**config.mk**
```make
export PLATFORM = sky130hd
export DESIGN_NAME = riscv_test_monitor_flat
export DESIGN_NICKNAME = d
export VERILOG_FILES = /design/src/rtl/riscv_test_monitor_if.sv /design/src/rtl/riscv_test_monitor.sv /design/src/flat_wrapper.sv
export SDC_FILE = /design/constraint.sdc
export NUM_CORES = 1
export LEC_CHECK = 0
export BUFFER_PORTS_ARGS = -buffer_cell sky130_fd_sc_hd__buf_4
export CAP_MARGIN = 20
export CORE_MARGIN = 2
export CORE_UTILIZATION = 30
export CTS_BUF_LIST = sky130_fd_sc_hd__clkbuf_8
export DETAILED_ROUTE_END_ITERATION = 10
export PLACE_DENSITY = 0.49
export SKIP_CTS_REPAIR_TIMING = 1
export SLEW_MARGIN = 25
export SYNTH_ARGS = -nofsm -noshare
export SYNTH_HDL_FRONTEND = slang
export SYNTH_SLANG_ARGS = --single-unit
export TNS_END_PERCENT = 100
```
**constraint.sdc**
```tcl
create_clock -name i_clk -period 5.4 [get_ports i_clk]
set_input_delay 0 -clock i_clk [delete_from_list [all_inputs] [get_ports i_clk]]
set_output_delay 0 -clock i_clk [all_outputs]
set_load 0.005 [all_outputs]
```
**src/rtl/riscv_test_monitor_if.sv**
```systemverilog
// CPU data-memory store bus as seen by the test monitor.
// The CPU side drives every signal; the monitor only observes and never stalls the bus.
interface riscv_test_monitor_if #(
    parameter int XLEN = 32
);
    logic [XLEN-1:0] i_dmem_addr;
    logic            i_dmem_wr_en;
    logic [3:0]      i_dmem_byte_sel;
    logic [XLEN-1:0] i_dmem_wr_data;

    modport master (
        output i_dmem_addr,
        output i_dmem_wr_en,
        output i_dmem_byte_sel,
        output i_dmem_wr_data
    );

    modport slave (
        input i_dmem_addr,
        input i_dmem_wr_en,
        input i_dmem_byte_sel,
        input i_dmem_wr_data
    );
endinterface

```
**src/rtl/riscv_test_monitor.sv**
```systemverilog
// Watches CPU stores for a full-word result write and ends in PASS, FAIL or TIMEOUT.
// Outputs are registered, so results show one edge after the store; the monitor never stalls the bus.
module riscv_test_monitor #(
    parameter int              XLEN           = 32,
    parameter logic [XLEN-1:0] PASS_ADDR      = 100,
    parameter logic [XLEN-1:0] PASS_DATA      = 25,
    parameter int unsigned     TIMEOUT_CYCLES = 200
) (
    input  logic                       i_clk,
    input  logic                       i_rstn,
    riscv_test_monitor_if.slave        dmem,
    output logic [2:0]                 o_state,
    output logic                       o_done,
    output logic                       o_pass,
    output logic [XLEN-1:0]            o_fail_data,
    output logic [31:0]                o_cycle_cnt,
    output logic [15:0]                o_store_cnt
);

    typedef enum logic [2:0] {
        ST_IDLE    = 3'd0,
        ST_RUN     = 3'd1,
        ST_PASS    = 3'd2,
        ST_FAIL    = 3'd3,
        ST_TIMEOUT = 3'd4
    } state_e;

    localparam logic [31:0] TIMEOUT_LAST = 32'(TIMEOUT_CYCLES - 1);

    state_e          state_q,     state_d;
    logic [31:0]     cycle_cnt_q, cycle_cnt_d;
    logic [15:0]     store_cnt_q, store_cnt_d;
    logic [XLEN-1:0] fail_data_q, fail_data_d;
    logic            done_q,      done_d;
    logic            pass_q,      pass_d;
    logic            hit;

    // Only a full-word store to the result address decides the test.
    assign hit = dmem.i_dmem_wr_en
              && (dmem.i_dmem_addr == PASS_ADDR)
              && (dmem.i_dmem_byte_sel == 4'b1111);

    always_comb begin
        state_d     = state_q;
        cycle_cnt_d = cycle_cnt_q;
        store_cnt_d = store_cnt_q;
        fail_data_d = fail_data_q;

        case (state_q)
            ST_IDLE: state_d = ST_RUN;
            ST_RUN: begin
                cycle_cnt_d = cycle_cnt_q + 32'd1;
                if (dmem.i_dmem_wr_en && (store_cnt_q != 16'hFFFF)) begin
                    store_cnt_d = store_cnt_q + 16'd1;
                end
                // A hit outranks the timeout on the same edge.
                if (hit) begin
                    if (dmem.i_dmem_wr_data == PASS_DATA) begin
                        state_d = ST_PASS;
                    end else begin
                        state_d     = ST_FAIL;
                        fail_data_d = dmem.i_dmem_wr_data;
                    end
                end else if (cycle_cnt_q == TIMEOUT_LAST) begin
                    state_d = ST_TIMEOUT;
                end
            end
            ST_PASS, ST_FAIL, ST_TIMEOUT: ;
            default: begin
                state_d     = ST_IDLE;
                cycle_cnt_d = '0;
                store_cnt_d = '0;
                fail_data_d = '0;
            end
        endcase

        done_d = (state_d == ST_PASS) || (state_d == ST_FAIL) || (state_d == ST_TIMEOUT);
        pass_d = (state_d == ST_PASS);
    end

    always_ff @(posedge i_clk or negedge i_rstn) begin
        if (!i_rstn) begin
            state_q     <= ST_IDLE;
            cycle_cnt_q <= '0;
            store_cnt_q <= '0;
            fail_data_q <= '0;
            done_q      <= 1'b0;
            pass_q      <= 1'b0;
        end else begin
            state_q     <= state_d;
            cycle_cnt_q <= cycle_cnt_d;
            store_cnt_q <= store_cnt_d;
            fail_data_q <= fail_data_d;
            done_q      <= done_d;
            pass_q      <= pass_d;
        end
    end

    assign o_state     = state_q;
    assign o_done      = done_q;
    assign o_pass      = pass_q;
    assign o_fail_data = fail_data_q;
    assign o_cycle_cnt = cycle_cnt_q;
    assign o_store_cnt = store_cnt_q;

endmodule

```
**src/flat_wrapper.sv**
```systemverilog
// flat-port wrapper written by rule: the top's interface ports become plain ports
module riscv_test_monitor_flat 
#(
    parameter int              XLEN           = 32,
    parameter logic [XLEN-1:0] PASS_ADDR      = 100,
    parameter logic [XLEN-1:0] PASS_DATA      = 25,
    parameter int unsigned     TIMEOUT_CYCLES = 200
)
  (i_clk, i_rstn, o_state, o_done, o_pass, o_fail_data, o_cycle_cnt, o_store_cnt, dmem_i_dmem_addr, dmem_i_dmem_wr_en, dmem_i_dmem_byte_sel, dmem_i_dmem_wr_data);
  riscv_test_monitor_if #(.XLEN(XLEN)) dmem_i ();
  input  logic i_clk;
  input  logic i_rstn;
  output logic [2:0] o_state;
  output logic o_done;
  output logic o_pass;
  output logic [XLEN-1:0] o_fail_data;
  output logic [31:0] o_cycle_cnt;
  output logic [15:0] o_store_cnt;
  input wire logic [$bits(dmem_i.i_dmem_addr)-1:0] dmem_i_dmem_addr;
  input wire logic [$bits(dmem_i.i_dmem_wr_en)-1:0] dmem_i_dmem_wr_en;
  input wire logic [$bits(dmem_i.i_dmem_byte_sel)-1:0] dmem_i_dmem_byte_sel;
  input wire logic [$bits(dmem_i.i_dmem_wr_data)-1:0] dmem_i_dmem_wr_data;
  assign dmem_i.i_dmem_addr = dmem_i_dmem_addr;
  assign dmem_i.i_dmem_wr_en = dmem_i_dmem_wr_en;
  assign dmem_i.i_dmem_byte_sel = dmem_i_dmem_byte_sel;
  assign dmem_i.i_dmem_wr_data = dmem_i_dmem_wr_data;
  riscv_test_monitor #(.XLEN(XLEN), .PASS_ADDR(PASS_ADDR), .PASS_DATA(PASS_DATA), .TIMEOUT_CYCLES(TIMEOUT_CYCLES)) u_core (.i_clk(i_clk), .i_rstn(i_rstn), .dmem(dmem_i), .o_state(o_state), .o_done(o_done), .o_pass(o_pass), .o_fail_data(o_fail_data), .o_cycle_cnt(o_cycle_cnt), .o_store_cnt(o_store_cnt));
endmodule
```
==> flow_metrics.env, run 1 <==
export IMPL_status="finished clean"
export IMPL_synth_seq_cells=85
export IMPL_cellPowerDensity_nw_per_um2=210.4
export IMPL_die_area_um2=14990
export IMPL_synth_main_ff_cell="dfrtp_1"
export IMPL_firstDrtPassIters=5
export IMPL_setup_viol=0
export IMPL_initial_core_util=0.3054
export IMPL_portBuffers=155
export IMPL_synth_edf_count=0
export IMPL_cp_start_kind="flop"
export IMPL_first_iter_violations=271
export IMPL_endpoint_kind="flop"
export IMPL_post_drt_wl_per_cell_um=16.79
export IMPL_holdCritStartpoint="dmem_i_dmem_addr[7]"
export IMPL_post_dp_hpwl_um=9249
export IMPL_synth_nets=499
export IMPL_final_min_clock_period_ns=2.379
export IMPL_netlist_area_um2=4207
export IMPL_seq_area_frac_synth=0.5057
export IMPL_critPathArrivalTime_ns=2.69
export IMPL_skew_ns=0.007554
export IMPL_gp_congestion=0.7812
export IMPL_min_period_over_period=0.4406
export IMPL_reg2reg_to="u_core.o_cycle_cnt[30]"
export IMPL_cts_made_buffers=9
export IMPL_synth_cells=426
export IMPL_syn_to_final_growth_pct=44.82
export IMPL_finalNetCount=681
export IMPL_antenna_found_initial=0
export IMPL_drive_gt1_frac=0.3067
export IMPL_cts_htree_levels=3
export IMPL_rows=43
export IMPL_holdPathEnd="u_core.o_done"
export IMPL_post_place_ws_ns=3.049
export IMPL_synth_warnings=0
export IMPL_path_clk_slew_ns=0.09
export IMPL_fp_dieH_um=122.4
export IMPL_leakage_nw=2.816
export IMPL_slew_viol_final=0
export IMPL_r2r_setup_slack_ns=3.02
export IMPL_tightest_slew_ns=0.8735
export IMPL_cts_tree="built"
export IMPL_worstPathRequired_ns=5.71
export IMPL_vias=4092
export IMPL_grt_pass1_vias=3870
export IMPL_slew_headroom=0.4163
export IMPL_clockRootBuffer="clkbuf_8"
export IMPL_clkSinkCount=85
export IMPL_r2r_cells=7
export IMPL_synthArstFlopShare=1.000
export IMPL_grt_overflow=0
export IMPL_synthDistinctLibCells=50
export IMPL_track_usage=0.1779
export IMPL_grt_pass1_wl_um=20420
export IMPL_fmax_mhz=420.3
export IMPL_io_pins=156
export IMPL_grt_max_degree=84
export IMPL_critPathMaxFanout=12
export IMPL_postRouteWirelength_um=13310
export IMPL_worst_setup_path_type="reg2reg"
export IMPL_ant_nets=0
export IMPL_reg2reg_from="u_core.o_cycle_cnt[0]"
export IMPL_clock_path_buffers=2
export IMPL_coreArea_um2=13770
export IMPL_rsz0062_at_grt="no"
export IMPL_avgSynthCellArea_um2=9.874
export IMPL_die_x_um=122.4
export IMPL_viasPerCell=5.160
export IMPL_setup_ws_ns=3.021
export IMPL_fin_tns_setup_ns=0
export IMPL_drc=0
export IMPL_maxCapViolCount=0
export IMPL_antenna_cells=0
export IMPL_hold_depth=5
export IMPL_hold_path_class="in2reg"
export IMPL_hold_violations=0
export IMPL_ir_drop_mv=0.09731
export IMPL_clock_latency_ns=0.37
==> final cells by class <==
type	count	area, um2
timing repair buffer	196	1560
inverter	7	26.28
multi-input combinational	309	1961
clock inverter	6	55.05
sequential	85	2127
fill	1352	7681
tap	180	225.2
clock buffer	10	137.6
==> cells by family after synthesis <==
logic type / synth area share
xor+xnor: 0.03540
fa+ha+maj: 0.005948
flops: 0.5057
compound gates: 0.1924
simple gates: 0.2240
buf+inv: 0.03123
mux: 0.005354
==> power breakdown <==
group / switching, W / internal (W)
combinational: 0.0000544 / 0.0000909
sequential: 0.0000287 / 0.000653
clock: 0.000233 / 0.000222
total: 0.000316 / 0.000966
==> through the flow <==
step | hold WS, ns | area (um2) | util | cells | power (W)
floorplan | -0.2956 | 4207 | - | 426 | 0.0007257
global placement | -0.2129 | 5552 | 0.4031 | 743 | 0.0008191
detailed placement | -0.2062 | 5557 | 0.4034 | 743 | 0.0008234
CTS | -0.6212 | 5749 | 0.4174 | 759 | 0.001283
global route | 0.2365 | 6092 | 0.4423 | 793 | 0.001345
finish | 0.1720 | 6092 | 0.4423 | 793 | 0.001282
==> metal layers <==
layer | up-vias | share of wire | GRT usage
met4 | 0 | 0.019 | 0.07112
met1 | 1984 | 0.44 | 0.2307
li1 | 1989 | - | -
met5 | - | 0 | 0
met2 | 103 | 0.49 | 0.2830
met3 | 16 | 0.051 | 0.04647
==> flip-flops by register name (all words and copies together) (netlist names) <==
| register | count |
|---|---|
| u_core.o_cycle_cnt | 32 |
| u_core.o_fail_data | 32 |
| u_core.o_store_cnt | 16 |
| u_core.o_state | 3 |
| u_core.o_done | 1 |
| u_core.o_pass | 1 |
==> placed cells by master (no fill, tap or decap), drive strengths merged, types with 10 or more instances in the layout <==
master / instances
a21oi: 13
a22o: 34
buf: 162
clkbuf: 10
dfrtp: 85
dlygate4sd3: 34
nand2: 34
nand3: 17
nand4: 18
nor2: 24
nor3: 12
nor4: 20
o21ai: 39
xnor2: 14
==> critical path, stage by stage, from the launching register on <==
cell and delay [ns]:
dfrtp_1 0.47, ha_1 0.27, nand3_1 0.19, nor4_1 0.27, buf_4 0.24, nand3_1 0.25
or4_1 0.54, nand3_1 0.09
==> cells in the mapped netlist (6+ instances only) <==
master / instances / share of area
a21oi_1: 13 / 0.015
a22o_1: 34 / 0.071
a31oi_1: 7 / 0.010
and3_1: 8 / 0.012
clkbuf_1: 20 / 0.018
dfrtp_1: 85 / 0.51
inv_1: 7 / 0.0062
nand2_1: 34 / 0.030
nand3_1: 17 / 0.020
nand4_1: 18 / 0.027
nor2_1: 24 / 0.021
nor3_1: 11 / 0.013
nor4_1: 19 / 0.028
o21ai_0: 37 / 0.044
o311ai_0: 6 / 0.012
xnor2_1: 14 / 0.029
==> how the worst max path moves through the flow <==
stage	end	cells after the start	from
6_report	u_core.o_cycle_cnt[30]	7	u_core.o_cycle_cnt[0]
5_1_grt	u_core.o_cycle_cnt[30]	7	u_core.o_cycle_cnt[0]
4_1_cts	u_core.o_cycle_cnt[30]	4	u_core.o_state[1]
3_5_place_dp	u_core.o_cycle_cnt[30]	4	u_core.o_state[1]
3_3_place_gp	u_core.o_fail_data[0]	6	dmem_i_dmem_addr[1]
2_1_floorplan	u_core.o_state[2]	5	u_core.o_cycle_cnt[13]
Power figures use the tool's default switching activity.
==> run 2, diff against run 1 <==
==> constraint.sdc (replaced) <==
create_clock -name i_clk -period 2.3 [get_ports i_clk]
set_input_delay 0 -clock i_clk [delete_from_list [all_inputs] [get_ports i_clk]]
set_output_delay 0 -clock i_clk [all_outputs]
set_load 0.005 [all_outputs]
==> flow_metrics.env, run 2 (synthesis results as in run 1) <==
export IMPL_cp_start_kind="flop"
export IMPL_firstDrtPassIters=4
export IMPL_syn_to_final_growth_pct=48.60
export IMPL_clockRootBuffer="clkbuf_8"
export IMPL_crit_slowest_cell="or4_1"
export IMPL_post_drt_wl_per_cell_um=16.70
export IMPL_vias=4171
export IMPL_fmax_mhz=466.6
export IMPL_final_cell_mix="176 x buf_4, 85 x dfrtp_1, 37 x o21ai_0"
export IMPL_grt_pass1_wl_um=21130
export IMPL_ant_nets=0
export IMPL_cpLargestDelayFamily="simple AND/OR/NAND/NOR gates"
export IMPL_postRouteWirelength_um=13500
export IMPL_cellPowerDensity_nw_per_um2=505.0
export IMPL_worstPathRequired_ns=2.60
export IMPL_whs_ns=0.1512
export IMPL_post_dp_hpwl_um=9624
export IMPL_final_area_um2=6251
export IMPL_maxCapViolCount=0
export IMPL_r2r_cells=5
export IMPL_rows=43
export IMPL_tightest_slew_ns=0.6372
export IMPL_crit_top_cell="or4_1"
export IMPL_setup_ws_ns=0.1569
export IMPL_endpoint_kind="flop"
export IMPL_clock_path_buffers=2
export IMPL_cp_depth=5
export IMPL_clock_latency_ns=0.37
export IMPL_grt_max_degree=44
export IMPL_io_pins=156
export IMPL_critPathArrivalTime_ns=2.45
export IMPL_cp_buffers_inverters=0
export IMPL_startpoint="u_core.o_cycle_cnt[13]"
export IMPL_hold_violations=0
export IMPL_drive_gt1_frac=0.3248
export IMPL_final_min_clock_period_ns=2.143
export IMPL_viasPerCell=5.162
export IMPL_first_iter_violations=211
export IMPL_min_period_over_period=0.9318
export IMPL_drc=0
export IMPL_ir_drop_mv=0.2987
export IMPL_initial_core_util=0.3054
export IMPL_gp_congestion=0.8026
export IMPL_setup_viol=0
export IMPL_cts_tree="built"
export IMPL_coreArea_um2=13770
export IMPL_cts_made_buffers=9
export IMPL_leakage_nw=2.897
export IMPL_worst_setup_path_type="reg2reg"
export IMPL_grt_overflow=0
export IMPL_slew_viol_final=0
export IMPL_fin_tns_setup_ns=0
export IMPL_rsz0062_at_grt="no"
export IMPL_critPathMaxFanout=3
export IMPL_r2r_setup_slack_ns=0.16
export IMPL_die_x_um=122.4
export IMPL_die_area_um2=14990
export IMPL_slowest_delay_ns=0.51
export IMPL_slew_headroom=0.5642
export IMPL_post_place_ws_ns=0.1372
export IMPL_cts_htree_levels=3
export IMPL_antenna_found_initial=0
export IMPL_antenna_cells=0
export IMPL_cp_cell_sequence="or4_1 > or4_1 > nor3_2 > or3b_1 > a21oi_1"
export IMPL_skew_ns=0.01233
export IMPL_nFillCells=1368
export IMPL_track_usage=0.1822
export IMPL_finalNetCount=696
export IMPL_final_common_cell="buf_4"
export IMPL_reg2reg_from="u_core.o_cycle_cnt[13]"
export IMPL_path_clk_slew_ns=0.10
export IMPL_grt_pass1_vias=4014
export IMPL_status="finished clean"
export IMPL_fp_dieH_um=122.4
export IMPL_post_dp_cell_area_um2=5697
export IMPL_clkSinkCount=85
export IMPL_portBuffers=155
export IMPL_hold_path_class="in2async"
==> run 2: cell count changes in the layout (fill, tap and decap cells not counted), moves of 2 or more <==
cell	previous run	this run
buf_12	0	2
buf_4	161	176
clkinv_2	2	0
clkinv_4	0	2
inv_1	9	7
clkinvlp_4	1	3
==> run 2: layout make-up <==
| cell class | count | area [um2] | area share |
|---|---|---|---|
| timing repair buffer | 211 | 1692 | 0.2706 |
| clock inverter | 7 | 100.1 | 0.01601 |
| multi-input combinational | 309 | 1957 | 0.3131 |
| tap | 180 | 225.2 | 0.03603 |
| inverter | 7 | 26.28 | 0.004203 |
| clock buffer | 9 | 123.9 | 0.01982 |
| sequential | 85 | 2127 | 0.3403 |
==> run 2: worst register-to-register path, stage by stage, from the launching register on <==
cell and delay (ns):
dfrtp_1 0.39, or4_1 0.48, or4_1 0.51, nor3_2 0.18, or3b_1 0.37, a21oi_1 0.15
==> run 2: path summary, 6_finish.rpt <==
kind,endpoint
min in group i_clk,u_core.o_pass
min reg2reg,u_core.o_fail_data[8]
max in group asynchronous,u_core.o_store_cnt[15]
max reg2reg,u_core.o_state[2]
min,u_core.o_fail_data[0]
max,u_core.o_state[2]
==> run 2: stage by stage <==
| stage | power [W] | util | std cells |
|---|---|---|---|
| global placement | 0.001924 | 0.4136 | 759 |
| detailed placement | 0.001934 | 0.4136 | 759 |
| floorplan | 0.001704 | - | 426 |
| finish | 0.003157 | 0.4539 | 808 |
| CTS | 0.003170 | 0.4299 | 775 |
| global route | 0.003320 | 0.4539 | 808 |
==> run 2: per-layer routing <==
metal | vias up | track usage | share of wire
met5 | - | 0 | 0
met4 | 0 | 0.04095 | 0.013
met3 | 11 | 0.06087 | 0.057
met2 | 109 | 0.2983 | 0.49
met1 | 2026 | 0.2339 | 0.44
li1 | 2025 | - | -
==> run 2: power breakdown <==
part	internal [W]	switching [W]	total [W]
registers	0.00153	0.0000673	0.00160
clock network	0.000615	0.000599	0.00121
logic	0.000214	0.000127	0.000342
total	0.00236	0.000794	0.00316
